$ cat config.mk
export PLATFORM = sky130hd
export DESIGN_NAME = data_array_fill_ctrl
export DESIGN_NICKNAME = d
export VERILOG_FILES = /design/src/rtl/data_array_fill_ctrl.sv
export SDC_FILE = /design/constraint.sdc
export NUM_CORES = 1
export LEC_CHECK = 0
export ABC_AREA = 1
export CAP_MARGIN = 20
export CELL_PAD_IN_SITES_DETAIL_PLACEMENT = 1
export CELL_PAD_IN_SITES_GLOBAL_PLACEMENT = 1
export CORE_MARGIN = 4
export CORE_UTILIZATION = 35
export DETAILED_ROUTE_END_ITERATION = 10
export GPL_TIMING_DRIVEN = 0
export HOLD_SLACK_MARGIN = 0.12
export MAX_ROUTING_LAYER = met4
export PLACE_DENSITY_LB_ADDON = 0.1
export SLEW_MARGIN = 30
export SYNTH_ARGS = -nofsm -noshare
export SYNTH_HDL_FRONTEND = slang
export SYNTH_SLANG_ARGS = --single-unit
$ cat constraint.sdc
create_clock -name clk -period 2.3 [get_ports clk]
set_input_delay 0.46 -clock clk [delete_from_list [all_inputs] [get_ports clk]]
set_output_delay 0.46 -clock clk [all_outputs]
set_load 0.01 [all_outputs]
$ cat src/rtl/data_array_fill_ctrl.sv
// data_array_fill_ctrl: gathers refill words into bank-wide beats and writes a
// cache line into the data array one beat at a time.
module data_array_fill_ctrl #(
   parameter int SET_BITS_WIDTH = 4,
   parameter int WAY_BITS_WIDTH = 2,
   parameter int WORD_WIDTH     = 20,
   parameter int WORDS_PER_BEAT = 4,
   parameter int BEATS_PER_LINE = 4
) (
   input  logic                                 clk,
   input  logic                                 arst_n,
   input  logic                                 i_halt_all,
   input  logic                                 i_flush,
   input  logic                                 i_fill_req_valid,
   input  logic [SET_BITS_WIDTH-1:0]            i_fill_set,
   input  logic [WAY_BITS_WIDTH-1:0]            i_fill_way,
   output logic                                 o_fill_req_ready,
   input  logic [WORD_WIDTH-1:0]                i_mem_data,
   input  logic                                 i_mem_valid,
   output logic                                 o_mem_ready,
   output logic [SET_BITS_WIDTH-1:0]            o_w_set_bits,
   output logic [WAY_BITS_WIDTH-1:0]            o_w_way_index,
   output logic [1:0]                           o_w_block_offset_bits,
   output logic [WORD_WIDTH*WORDS_PER_BEAT-1:0] o_w_data,
   output logic                                 o_w_valid,
   output logic                                 o_stop_write_clk,
   output logic                                 o_busy,
   output logic                                 o_fill_done
);
   localparam int WCW = $clog2(WORDS_PER_BEAT);

   typedef enum logic [1:0] {IDLE, COLLECT, WRITE, DONE} state_t;

   state_t                              r_state;
   logic [WCW-1:0]                      r_word_cnt;
   logic [1:0]                          r_beat_cnt;
   logic [SET_BITS_WIDTH-1:0]           r_set;
   logic [WAY_BITS_WIDTH-1:0]           r_way;
   logic [WORD_WIDTH*WORDS_PER_BEAT-1:0] r_data;
   logic                                r_stop;

   // Handshakes close during halt and flush so no word or request slips in
   assign o_fill_req_ready      = (r_state == IDLE) & ~i_halt_all & ~i_flush;
   assign o_mem_ready           = (r_state == COLLECT) & ~i_halt_all & ~i_flush;
   assign o_w_valid             = (r_state == WRITE) & ~i_flush;
   assign o_fill_done           = (r_state == DONE) & ~i_flush;
   assign o_busy                = r_state != IDLE;
   assign o_stop_write_clk      = r_stop;
   assign o_w_set_bits          = r_set;
   assign o_w_way_index         = r_way;
   assign o_w_block_offset_bits = r_beat_cnt;
   assign o_w_data              = r_data;

   always_ff @(posedge clk or negedge arst_n) begin
      if (!arst_n) begin
         r_state    <= IDLE;
         r_word_cnt <= '0;
         r_beat_cnt <= '0;
         r_set      <= '0;
         r_way      <= '0;
         r_data     <= '0;
         r_stop     <= 1'b1;
      end else if (i_flush) begin
         r_state    <= IDLE;
         r_word_cnt <= '0;
         r_beat_cnt <= '0;
         r_stop     <= 1'b1;
      end else if (!i_halt_all) begin
         case (r_state)
            IDLE: if (i_fill_req_valid) begin
               r_set      <= i_fill_set;
               r_way      <= i_fill_way;
               r_word_cnt <= '0;
               r_beat_cnt <= '0;
               r_state    <= COLLECT;
            end
            COLLECT: if (i_mem_valid) begin
               r_data[r_word_cnt*WORD_WIDTH +: WORD_WIDTH] <= i_mem_data;
               if (r_word_cnt == WCW'(WORDS_PER_BEAT-1)) begin
                  r_word_cnt <= '0;
                  r_state    <= WRITE;
                  r_stop     <= 1'b0;
               end else begin
                  r_word_cnt <= r_word_cnt + 1'b1;
               end
            end
            WRITE: begin
               r_stop <= 1'b1;
               if (r_beat_cnt == 2'(BEATS_PER_LINE-1)) begin
                  r_state <= DONE;
               end else begin
                  r_beat_cnt <= r_beat_cnt + 1'b1;
                  r_state    <= COLLECT;
               end
            end
            default: r_state <= IDLE;
         endcase
      end
   end
endmodule

After elaboration in Yosys (flattened, before gate mapping)
Index checks and enable logic that the tools add are counted.
Storage, ports and cells
  register bits: 93
Operators by class
  $mul: 1
  $add $sub $neg: 3
  bitwise operators: 8
  reductions and logical operators: 11
  muxes and demuxes: 23
  equality and inequality tests: 10
  shift-type cells: 2
Operator list (count)
  80-bit bitwise mux: 1
  20-bit by 34-bit variable shift with 80-bit output, first input constant: 1
  20-bit by 34-bit variable part select with 80-bit output: 1
  7-bit negator with 34-bit output: 1
  2-bit 2-to-1 mux: 14
  4-bit AND reduction: 6
  3-bit inequality test, second input constant: 3
  3-bit nonzero test: 3
  2-bit equality test, second input constant: 4
  2-bit one-hot mux with 2 select lines: 2
  1-bit bitwise AND: 6
  2-bit one-hot mux with 3 select lines: 1
  2-bit by 3-bit multiplier with 5-bit output, second input constant: 1
  2-bit by 1-bit adder with 2-bit output, second input constant: 2
  1-bit 2-to-1 mux: 4
  3-bit by 2-bit inequality test with 1-bit output, second input constant: 1
  2-bit by 1-bit equality test with 1-bit output, second input constant: 1
  2-bit logical NOT: 1
  2-bit by 1-bit inequality test with 1-bit output, second input constant: 1
  1-bit inverter: 2
  1-bit one-hot mux with 2 select lines: 1
  2-bit nonzero test: 1

Depth between registers and ports, before layout
Gate-level depths: netlist of run 1.
  depth in word-level cells: 6
  gate-level depth with buffers: 12

Least setup slack after synthesis of run 1
No wires, ideal clock.
  path type: register to register
  from: register r_word_cnt[0]
  to: register r_data[23] (netlist: o_w_data[23])
  cell stages (with the launch flop): 13
  clock period less this slack: 1.962 ns
  path slack: 0.338 ns
  arrival: 1.845 ns
  library setup time: 0.118 ns
  cell sequence: dfrtp_1 -> inv_2 -> buf_2 -> ha_1 -> inv_2 -> buf_4 -> buf_4 -> nand3_1 -> nand3_1 -> nand2_1 -> nand2_1 -> nand3_1 -> nand2_1
On the way
  word-level cells in the longest chain between the ends: 4
  elaborated cells on any way between the ends: 5
RTL lines
  from (decl): line 35  | logic [WCW-1:0] r_word_cnt;
  from (signal assigned): line 84  | r_word_cnt <= r_word_cnt + 1'b1;
  2-bit by 3-bit multiplier with 5-bit output *: line 78  | r_data[r_word_cnt*WORD_WIDTH +: WORD_WIDTH] <= i_mem_data;
  7-bit negator with 34-bit output *: line 78
  20-bit by 34-bit variable part select with 80-bit output / 20-bit by 34-bit variable shift with 80-bit output (equally long branches): line 78
  80-bit bitwise mux *: line 78
  to (signal, indexed assignment): line 78
  to (decl): line 39  | logic [WORD_WIDTH*WORDS_PER_BEAT-1:0] r_data;
Mark *: on every way between the ends. The rest lies on a longest branch, timed or not.
A chain may end at the register's enable or synchronous reset.

Worst setup path after layout of run 1
  from: register r_state[1]
  to: output o_mem_ready
On the way
  word-level cells in the longest chain between the ends: 3
RTL lines
  from (decl): line 34  | state_t r_state;
  from (signal assigned): line 56  | r_state <= IDLE;
  from (signal assigned): line 64  | r_state <= IDLE;
  from (signal assigned): line 75  | r_state <= COLLECT;
  2-bit by 1-bit equality test with 1-bit output: line 44  | assign o_mem_ready = (r_state == COLLECT) & ~i_halt_all & ~i_flush;
  1-bit bitwise AND (2 in series): line 44
  to (decl): line 20  | output logic o_mem_ready,
No other way between the ends.

==> results.rst, run 1 <==
.. list-table::
   :header-rows: 1

   * - Metric
     - Value
   * - Dpl cell area
     - 6560 um^2
   * - Worst vdd rail ir drop
     - 664 uV
   * - Detailed placement HPWL
     - 15.2 mm
   * - Number of core rows
     - 43
   * - Post-route DRC violation count
     - 0
   * - Post-detailed-route count of antenna-violating nets
     - 0
   * - Highest clock rate
     - around 460 MHz
   * - Fraction of power consumed by the clock network
     - about a fifth
   * - Commonest cells post-synth
     - sky130_fd_sc_hd__nand2_1 (279), sky130_fd_sc_hd__nand3_1 (108), sky130_fd_sc_hd__dfrtp_1 (92), sky130_fd_sc_hd__o21ai_0 (45), sky130_fd_sc_hd__inv_1 (29)
   * - Hold violation total from the final report
     - 0
   * - Cell family with most CP delay
     - buffers and inverters
   * - Stage delay of the slowest cell on the critical path
     - 0.54 ns
   * - Routed length on met2
     - about 9.4 mm
   * - Distinct cells, synth
     - 34
   * - Clock tree from TritonCTS
     - done
   * - Post-synth ARST share
     - 100%
   * - Relative contribution of sequential cells to total power
     - 26.7%
   * - Cell with the largest stage delay on the worst path
     - sky130_fd_sc_hd__clkdlybuf4s50_1
   * - First-pass GRT wire length
     - 30.9 mm
   * - Power per Cell Area
     - 1150 nW/um^2
   * - Total buffers and inverters traversed by the critical path
     - 2
   * - Layout overhead on the synthesized area
     - 36.9%
   * - Top layer in use
     - met4
   * - Boundary pin count
     - between 100 and 150
   * - Min-delay worst type
     - in2reg
   * - GRT overflow
     - 0
   * - Hold Worst Slack
     - 0.463 ns
   * - Setup repair after global routing missed its margin
     - false
   * - Sequential-to-total area share from yosys stat
     - 46.0%
   * - Number of clock buffers inserted by TritonCTS
     - 9
   * - Fin worst setup slack
     - around 0.12 ns
   * - Cells after Synth
     - 685
   * - Setup Viol. Count Final
     - 0
   * - Number of antenna violations at the first check in global routing
     - 0
   * - All-layer global routing usage
     - between 20% and 30%
   * - Number of nets in the final layout
     - 862
   * - Placeable core region
     - 14,000 um^2
   * - Per-cell via count in the routed design
     - about 5.2
   * - Clock edge transition at the registers on the reported setup and hold paths
     - 0.07 ns
   * - Post-synthesis area per instance
     - 7.39 um^2
   * - Library cell occupying the most area in the post-synthesis netlist
     - sky130_fd_sc_hd__dfrtp_1
   * - Type of element capturing the critical path
     - output port
   * - Clock root buffer master
     - sky130_fd_sc_hd__clkbuf_16
   * - Number of H-tree levels
     - 3
   * - Maximum number of pins on one net before global-route repair
     - 50
   * - Outcome
     - complete, no violations
   * - GPL Wtd Cong
     - 0.943
   * - Max FO, Critical Path
     - 6
   * - Internal power contribution
     - 4320 uW
   * - Clock Skew
     - 0.00644 ns
   * - Share of final-layout standard cells stronger than drive strength 1
     - a little under a tenth
   * - IO buf count
     - 124
   * - Final wirelength
     - ~19 mm
   * - Total clock sinks
     - 93
   * - Post-synth EDFFs
     - 0
   * - Slew at the pin closest to its max-slew limit
     - 0.539 ns
   * - Critical path start-end classification
     - reg2out
   * - Initial drt markers
     - 253
   * - Synthesis warning total
     - 0
   * - DP Worst Slack
     - -0.361 ns
   * - Mapped Nets
     - between 700 and 800
   * - Max-capacitance violation count
     - 0
   * - Via count of the routed design
     - 5,262
   * - Die span in x
     - 128 um
   * - Metal-1 WL
     - 7.97 mm
   * - Netlist area before placement
     - 5060 um^2
   * - Headroom to the max-slew limit
     - 63.7%
   * - Logic pwr share
     - between 50% and 60%
   * - Switching share of power
     - 45.9%
   * - Cell types occupying the most area after synthesis
     - sky130_fd_sc_hd__dfrtp_1 (45%), sky130_fd_sc_hd__nand2_1 (21%), sky130_fd_sc_hd__nand3_1 (11%)
   * - Static Leakage
     - 0.00333 uW
   * - Worst skew pair latency
     - 0.36 ns
   * - Cell with the most instances after synthesis
     - sky130_fd_sc_hd__nand2_1
   * - Area share of the largest cell type after synthesis
     - 45.5%
   * - Required arrival time at the worst endpoint
     - roughly 1.8 ns
   * - Total count of max-transition violations in the final report
     - 0
   * - Startpoint kind of the worst setup timing path
     - flip-flop
   * - PnR Total Power
     - 7990 uW
   * - Die area
     - 16,500 um^2
   * - Worst-path cell chain
     - inv_2 -> nand3_4 -> nor2_1 -> clkdlybuf4s50_1
   * - Net switching power of the design
     - 3670 uW
   * - Initial core utilization
     - 36.1%
   * - Post-synthesis register bit count
     - 93
   * - Data arrival time of the worst path
     - around 1.7 ns
   * - Final non-filler cell area
     - ~6900 um^2
   * - TritonRoute pass-1 iters
     - 4
   * - Fill cells
     - 1,765
   * - Period utilization
     - 95.0%
   * - Count of antenna diodes in the layout
     - 0
   * - Min cycle time layout
     - 2.18 ns
   * - Routed wire length on met3
     - 964 um
   * - Average routed wire per standard cell
     - around 19 um
   * - Main flop type after synthesis
     - sky130_fd_sc_hd__dfrtp_1
   * - Die span in y
     - roughly 130 um
   * - Number of buffers on the longest clock path
     - 2
   * - Vias in the first global route
     - 5,787
-- power groups by stage --
stage          sequential [uW]  combinational, uW  clock, uW
2_1_floorplan             2240               2400          0
3_3_place_gp              2130               4130          0
3_5_place_dp              2150               4180          0
4_1_cts                   2130               4290       1560
5_1_grt                   2180               4820       1620
6_report                  2130               4330       1520
-- logic make-up (layout without fill, tap and decap cells) --
group	Yosys count	after routing	synth area share (%)
simple gates	425	425	35.8
flops	93	93	46.0
compound gates	90	90	10.5
buf+inv	70	213	5.95
fa+ha+maj	7	7	1.73
-- worst min-delay path, stage by stage --
cell and delay [ns]:
sky130_fd_sc_hd__clkbuf_1 0.16, sky130_fd_sc_hd__nand3_1 0.12, sky130_fd_sc_hd__nand2_1 0.05
-- flip-flops by register name, summed over array words and instances, names as in the netlist --
| name | flops |
|---|---|
| o_w_set_bits | 4 |
| r_state | 2 |
| o_w_data | 80 |
| o_w_block_offset_bits | 2 |
| r_word_cnt | 2 |
| o_w_way_index | 2 |
| o_stop_write_clk | 1 |
-- area by class of cell --
class | instances | area (um^2) | share of cell area (%)
well taps | 180 | 225 | 3.25
repair buffers | 127 | 1280 | 18.5
multi-input cells | 522 | 2460 | 35.5
clock inverters | 6 | 68.8 | 0.992
plain buffers | 34 | 191 | 2.76
flip-flops and latches | 93 | 2330 | 33.6
inverters | 36 | 144 | 2.08
clock buffers | 10 | 229 | 3.30
-- metrics by stage --
| step | TNS (ns) | utilization, % | cells |
|---|---|---|---|
| after floorplan | 0 | - | 685 |
| after global placement | -250.12 | 46.5 | 989 |
| after detailed placement | -10.63 | 46.7 | 990 |
| after CTS | 0 | 49.2 | 1008 |
| after global routing | 0 | 49.4 | 1008 |
| final | 0 | 49.4 | 1008 |
-- placed cells by master, fill, tap and decap left out, drive strengths merged, types with 6 or more instances in the layout --
| cell type | count |
|---|---|
| nand2 | 283 |
| clkdlybuf4s50 | 121 |
| nand3 | 109 |
| dfrtp | 92 |
| o21ai | 56 |
| inv | 37 |
| nor2 | 26 |
| clkbuf | 25 |
| buf | 22 |
| a21oi | 14 |
| o21a | 7 |
| ha | 7 |
| o211ai | 6 |
-- final timing paths --
path | startpoint | cells past startpoint | end | slack [ns]
min | i_fill_req_valid | 3 | o_w_set_bits[3] | 0.46
max in group asynchronous | arst_n | 3 | o_w_data[75] | 1.10
max | r_state[1] | 4 | o_mem_ready | 0.12
min reg2reg | o_w_set_bits[0] | 2 | o_w_set_bits[0] | 0.48
max reg2reg | r_word_cnt[0] | 9 | o_w_data[60] | 0.12
min in group asynchronous | arst_n | 2 | o_w_data[53] | 0.60
-- layer usage --
layer | vias to the layer above | GRT usage, %
met2 | 143 | 41.0
met1 | 2582 | 30.4
li1 | 2503 | -
met4 | 0 | 8.24
met3 | 34 | 4.50
met5 | - | -
-- what timing repair did --
action                                  in CTS  in global routing
buffers inserted                             1                  0
endpoints found under the setup margin      82                 55
resized for setup                           23                 10
hold buffers                                 1                  0
hold endpoints to repair                    43                  0
cloned                                       0                  0
pin swaps                                    1                  1
No activity file was read; power rests on OpenSTA's default activity.
==> inputs of run 2 (changes only) <==
==> constraint.sdc (replaced) <==
create_clock -name clk -period 2.3 [get_ports clk]
set_input_delay 0.345 -clock clk [delete_from_list [all_inputs] [get_ports clk]]
set_output_delay 0.345 -clock clk [all_outputs]
set_load 0.01 [all_outputs]
==> run 2 against run 1 <==
Via count fell by 0.46%. Total power is essentially flat. Fmax is 2.1% lower. Final cell count is the same. Sequential power barely moved. First-iteration DRC count shrank 6.7%. Clock skew is 0.0011 ns higher. Largest cell class unchanged.
==> results.rst, run 2 (synthesis results as in run 1) <==
.. list-table::
   :header-rows: 1

   * - Metric
     - Value
   * - Placeable core region
     - 14,000 um^2 (unchanged)
   * - Die span in x
     - 128 um (unchanged)
   * - Boundary pin count
     - 126 (unchanged)
   * - Average routed wire per standard cell
     - 18.7 um (about the same)
   * - Static Leakage
     - 0.00334 uW (was 0.00333 uW)
   * - Final wirelength
     - 18.9 mm (was 18.8 mm)
   * - Post-detailed-route count of antenna-violating nets
     - 0 (unchanged)
   * - Number of nets in the final layout
     - 862 (unchanged)
   * - Type of element capturing the critical path
     - output port (unchanged)
   * - Number of antenna violations at the first check in global routing
     - 0 (unchanged)
   * - All-layer global routing usage
     - 24.6% (was 24.7%)
   * - Clock tree from TritonCTS
     - done (unchanged)
   * - Commonest non-fill, non-tap cells in the layout
     - sky130_fd_sc_hd__nand2_1 (279), sky130_fd_sc_hd__clkdlybuf4s50_1 (122), sky130_fd_sc_hd__nand3_1 (108) (was sky130_fd_sc_hd__nand2_1 (279), sky130_fd_sc_hd__clkdlybuf4s50_1 (121), sky130_fd_sc_hd__nand3_1 (108))
   * - Total count of max-transition violations in the final report
     - 0 (unchanged)
   * - Share of final-layout standard cells stronger than drive strength 1
     - 9.18% (was 9.30%)
   * - Headroom to the max-slew limit
     - 64.5% (was 63.7%)
   * - Power per Cell Area
     - 1150 nW/um^2 (about the same)
   * - Worst skew pair latency
     - 0.36 ns (about the same)
   * - Total clock sinks
     - 93 (unchanged)
   * - Most frequent standard cell in the layout excluding fill and tap cells
     - sky130_fd_sc_hd__nand2_1 (unchanged)
   * - Startpoint kind of the worst setup timing path
     - flip-flop (unchanged)
   * - Die span in y
     - 128 um (unchanged)
   * - Hold Worst Slack
     - 0.346 ns (was 0.463 ns)
   * - Layout overhead on the synthesized area
     - 37.0% (was 36.9%)
   * - Global routing met3 resource utilization
     - 4.50% (unchanged)
   * - Detailed placement HPWL
     - 15.2 mm (unchanged)
   * - Max reg flops
     - 80 (unchanged)
   * - First-pass GRT wire length
     - 30.8 mm (was 30.9 mm)
   * - Outcome
     - complete, no violations (unchanged)
   * - Min-delay worst type
     - in2reg (unchanged)
   * - Initial core utilization
     - 36.1% (unchanged)
   * - Setup Viol. Count Final
     - 0 (unchanged)
   * - Number of core rows
     - 43 (unchanged)
   * - Vias in the first global route
     - 5,767 (was 5,787)
   * - Post-route DRC violation count
     - 0 (unchanged)
   * - Number of buffers on the longest clock path
     - 2 (unchanged)
   * - Clock Skew
     - 0.00757 ns (was 0.00644 ns)
   * - Min cycle time layout
     - 2.23 ns (was 2.18 ns)
   * - Slew at the pin closest to its max-slew limit
     - 0.526 ns (was 0.539 ns)
   * - Number of clock buffers inserted by TritonCTS
     - 9 (unchanged)
   * - Clock edge transition at the registers on the reported setup and hold paths
     - 0.07 ns (about the same)
   * - GPL Wtd Cong
     - 0.943 (unchanged)
   * - Period utilization
     - 97.0% (was 95.0%)
   * - Max FO, Critical Path
     - 6 (unchanged)
   * - M1 GR Usage
     - 30.3% (was 30.4%)
   * - Clock root buffer master
     - sky130_fd_sc_hd__clkbuf_16 (unchanged)
   * - Die area
     - 16,500 um^2 (unchanged)
   * - Number of H-tree levels
     - 3 (unchanged)
   * - Count of antenna diodes in the layout
     - 0 (unchanged)
   * - Data arrival time of the worst path
     - 1.89 ns (was 1.72 ns)
   * - Met2 usage in global routing
     - 40.8% (was 41.0%)
   * - Initial drt markers
     - 236 (was 253)
   * - Placed cells
     - 990 (unchanged)
   * - Hold violation total from the final report
     - 0 (unchanged)
   * - Maximum number of pins on one net before global-route repair
     - 50 (unchanged)
   * - Fill cells
     - 1,763 (was 1,765)
   * - Via count of the routed design
     - 5,238 (was 5,262)
   * - IO buf count
     - 124 (unchanged)
   * - Critical path start-end classification
     - reg2out (unchanged)
   * - Finished Layout Cells
     - 1,008 (unchanged)
   * - Max-capacitance violation count
     - 0 (unchanged)
   * - GRT overflow
     - 0 (unchanged)
   * - TritonRoute pass-1 iters
     - 4 (unchanged)
   * - Highest clock rate
     - 448 MHz (was 458 MHz)
   * - Most heavily used metal layer in global routing
     - met2 (unchanged)
   * - Worst vdd rail ir drop
     - 665 uV (was 664 uV)
   * - Required arrival time at the worst endpoint
     - 1.96 ns (was 1.84 ns)
   * - Per-cell via count in the routed design
     - 5.20 (was 5.22)
==> run 2: cell types whose count changed in the layout (fill, tap and decap cells not counted), sizes merged <==
cell,before,now
dlymetal6s2s,0,1
buf,22,20
clkbuf,25,27
clkdlybuf4s50,121,122
dlygate4sd2,2,0
==> run 2: layout make-up <==
class / count / area [um^2] / area share (%)
buffer: 34 / 195 / 2.81
clock inverter: 6 / 68.8 / 0.992
clock buffer: 10 / 229 / 3.30
timing repair buffer: 127 / 1290 / 18.6
multi-input combinational: 522 / 2460 / 35.4
tap: 180 / 225 / 3.25
sequential: 93 / 2330 / 33.6
inverter: 36 / 141 / 2.04
==> run 2: critical path, cell delays in order (launching register included) <==
cell,delay (ns)
sky130_fd_sc_hd__dfrtp_2,0.46
sky130_fd_sc_hd__inv_1,0.15
sky130_fd_sc_hd__nand2_1,0.13
sky130_fd_sc_hd__nor3_4,0.23
sky130_fd_sc_hd__clkdlybuf4s50_1,0.57
==> run 2: timing repair <==
| item | 4_1_cts | 5_1_grt |
|---|---|---|
| hold buffers | 1 | 0 |
| buffers inserted | 1 | 0 |
| pin swaps | 1 | 1 |
| cloned | 0 | 0 |
| setup endpoints to repair | 80 | 79 |
| endpoints found under the hold margin | 43 | 0 |
| gates resized for setup | 15 | 17 |
==> run 2: through the flow <==
step / setup TNS (ns) / setup slack, ns / power (uW) / utilization, % / area, um^2
6_report: 0 / 0.0698 / 7990 / 49.4 / 6940
5_1_grt: -0.000640 / -0.000640 / 8630 / 49.4 / 6940
4_1_cts: -0.761 / -0.0647 / 7970 / 49.1 / 6900
3_5_place_dp: -10.14 / -0.361 / 6330 / 46.7 / 6560
3_3_place_gp: -239.00 / -2.50 / 6260 / 46.5 / 6530
2_1_floorplan: 0 / 0.338 / 4650 / - / 5060
==> run 2: routing by layer <==
metal | part of all wire [%] | up-vias | wire (um)
met5 | 0 | - | 0
met1 | 43 | 2569 | 8060
met3 | 4.7 | 28 | 877
met2 | 50 | 137 | 9470
li1 | - | 2504 | -
met4 | 2.4 | 0 | 453
==> run 2: final timing paths <==
| kind | start | endpoint | slack [ns] | cells after the start |
|---|---|---|---|---|
| max in group asynchronous | arst_n | o_w_data[75] | 1.21 | 3 |
| min reg2reg | o_w_set_bits[0] | o_w_set_bits[0] | 0.48 | 2 |
| min | i_fill_req_valid | o_w_set_bits[3] | 0.35 | 3 |
| min in group asynchronous | arst_n | o_w_data[53] | 0.49 | 2 |
| max reg2reg | r_word_cnt[0] | o_w_data[60] | 0.14 | 9 |
| max | r_state[0] | o_fill_req_ready | 0.07 | 4 |
==> run 2: power breakdown <==
group	total (uW)	switching (uW)	internal, uW
combinational	4340	2790	1550
sequential	2130	202	1930
clock	1520	672	851
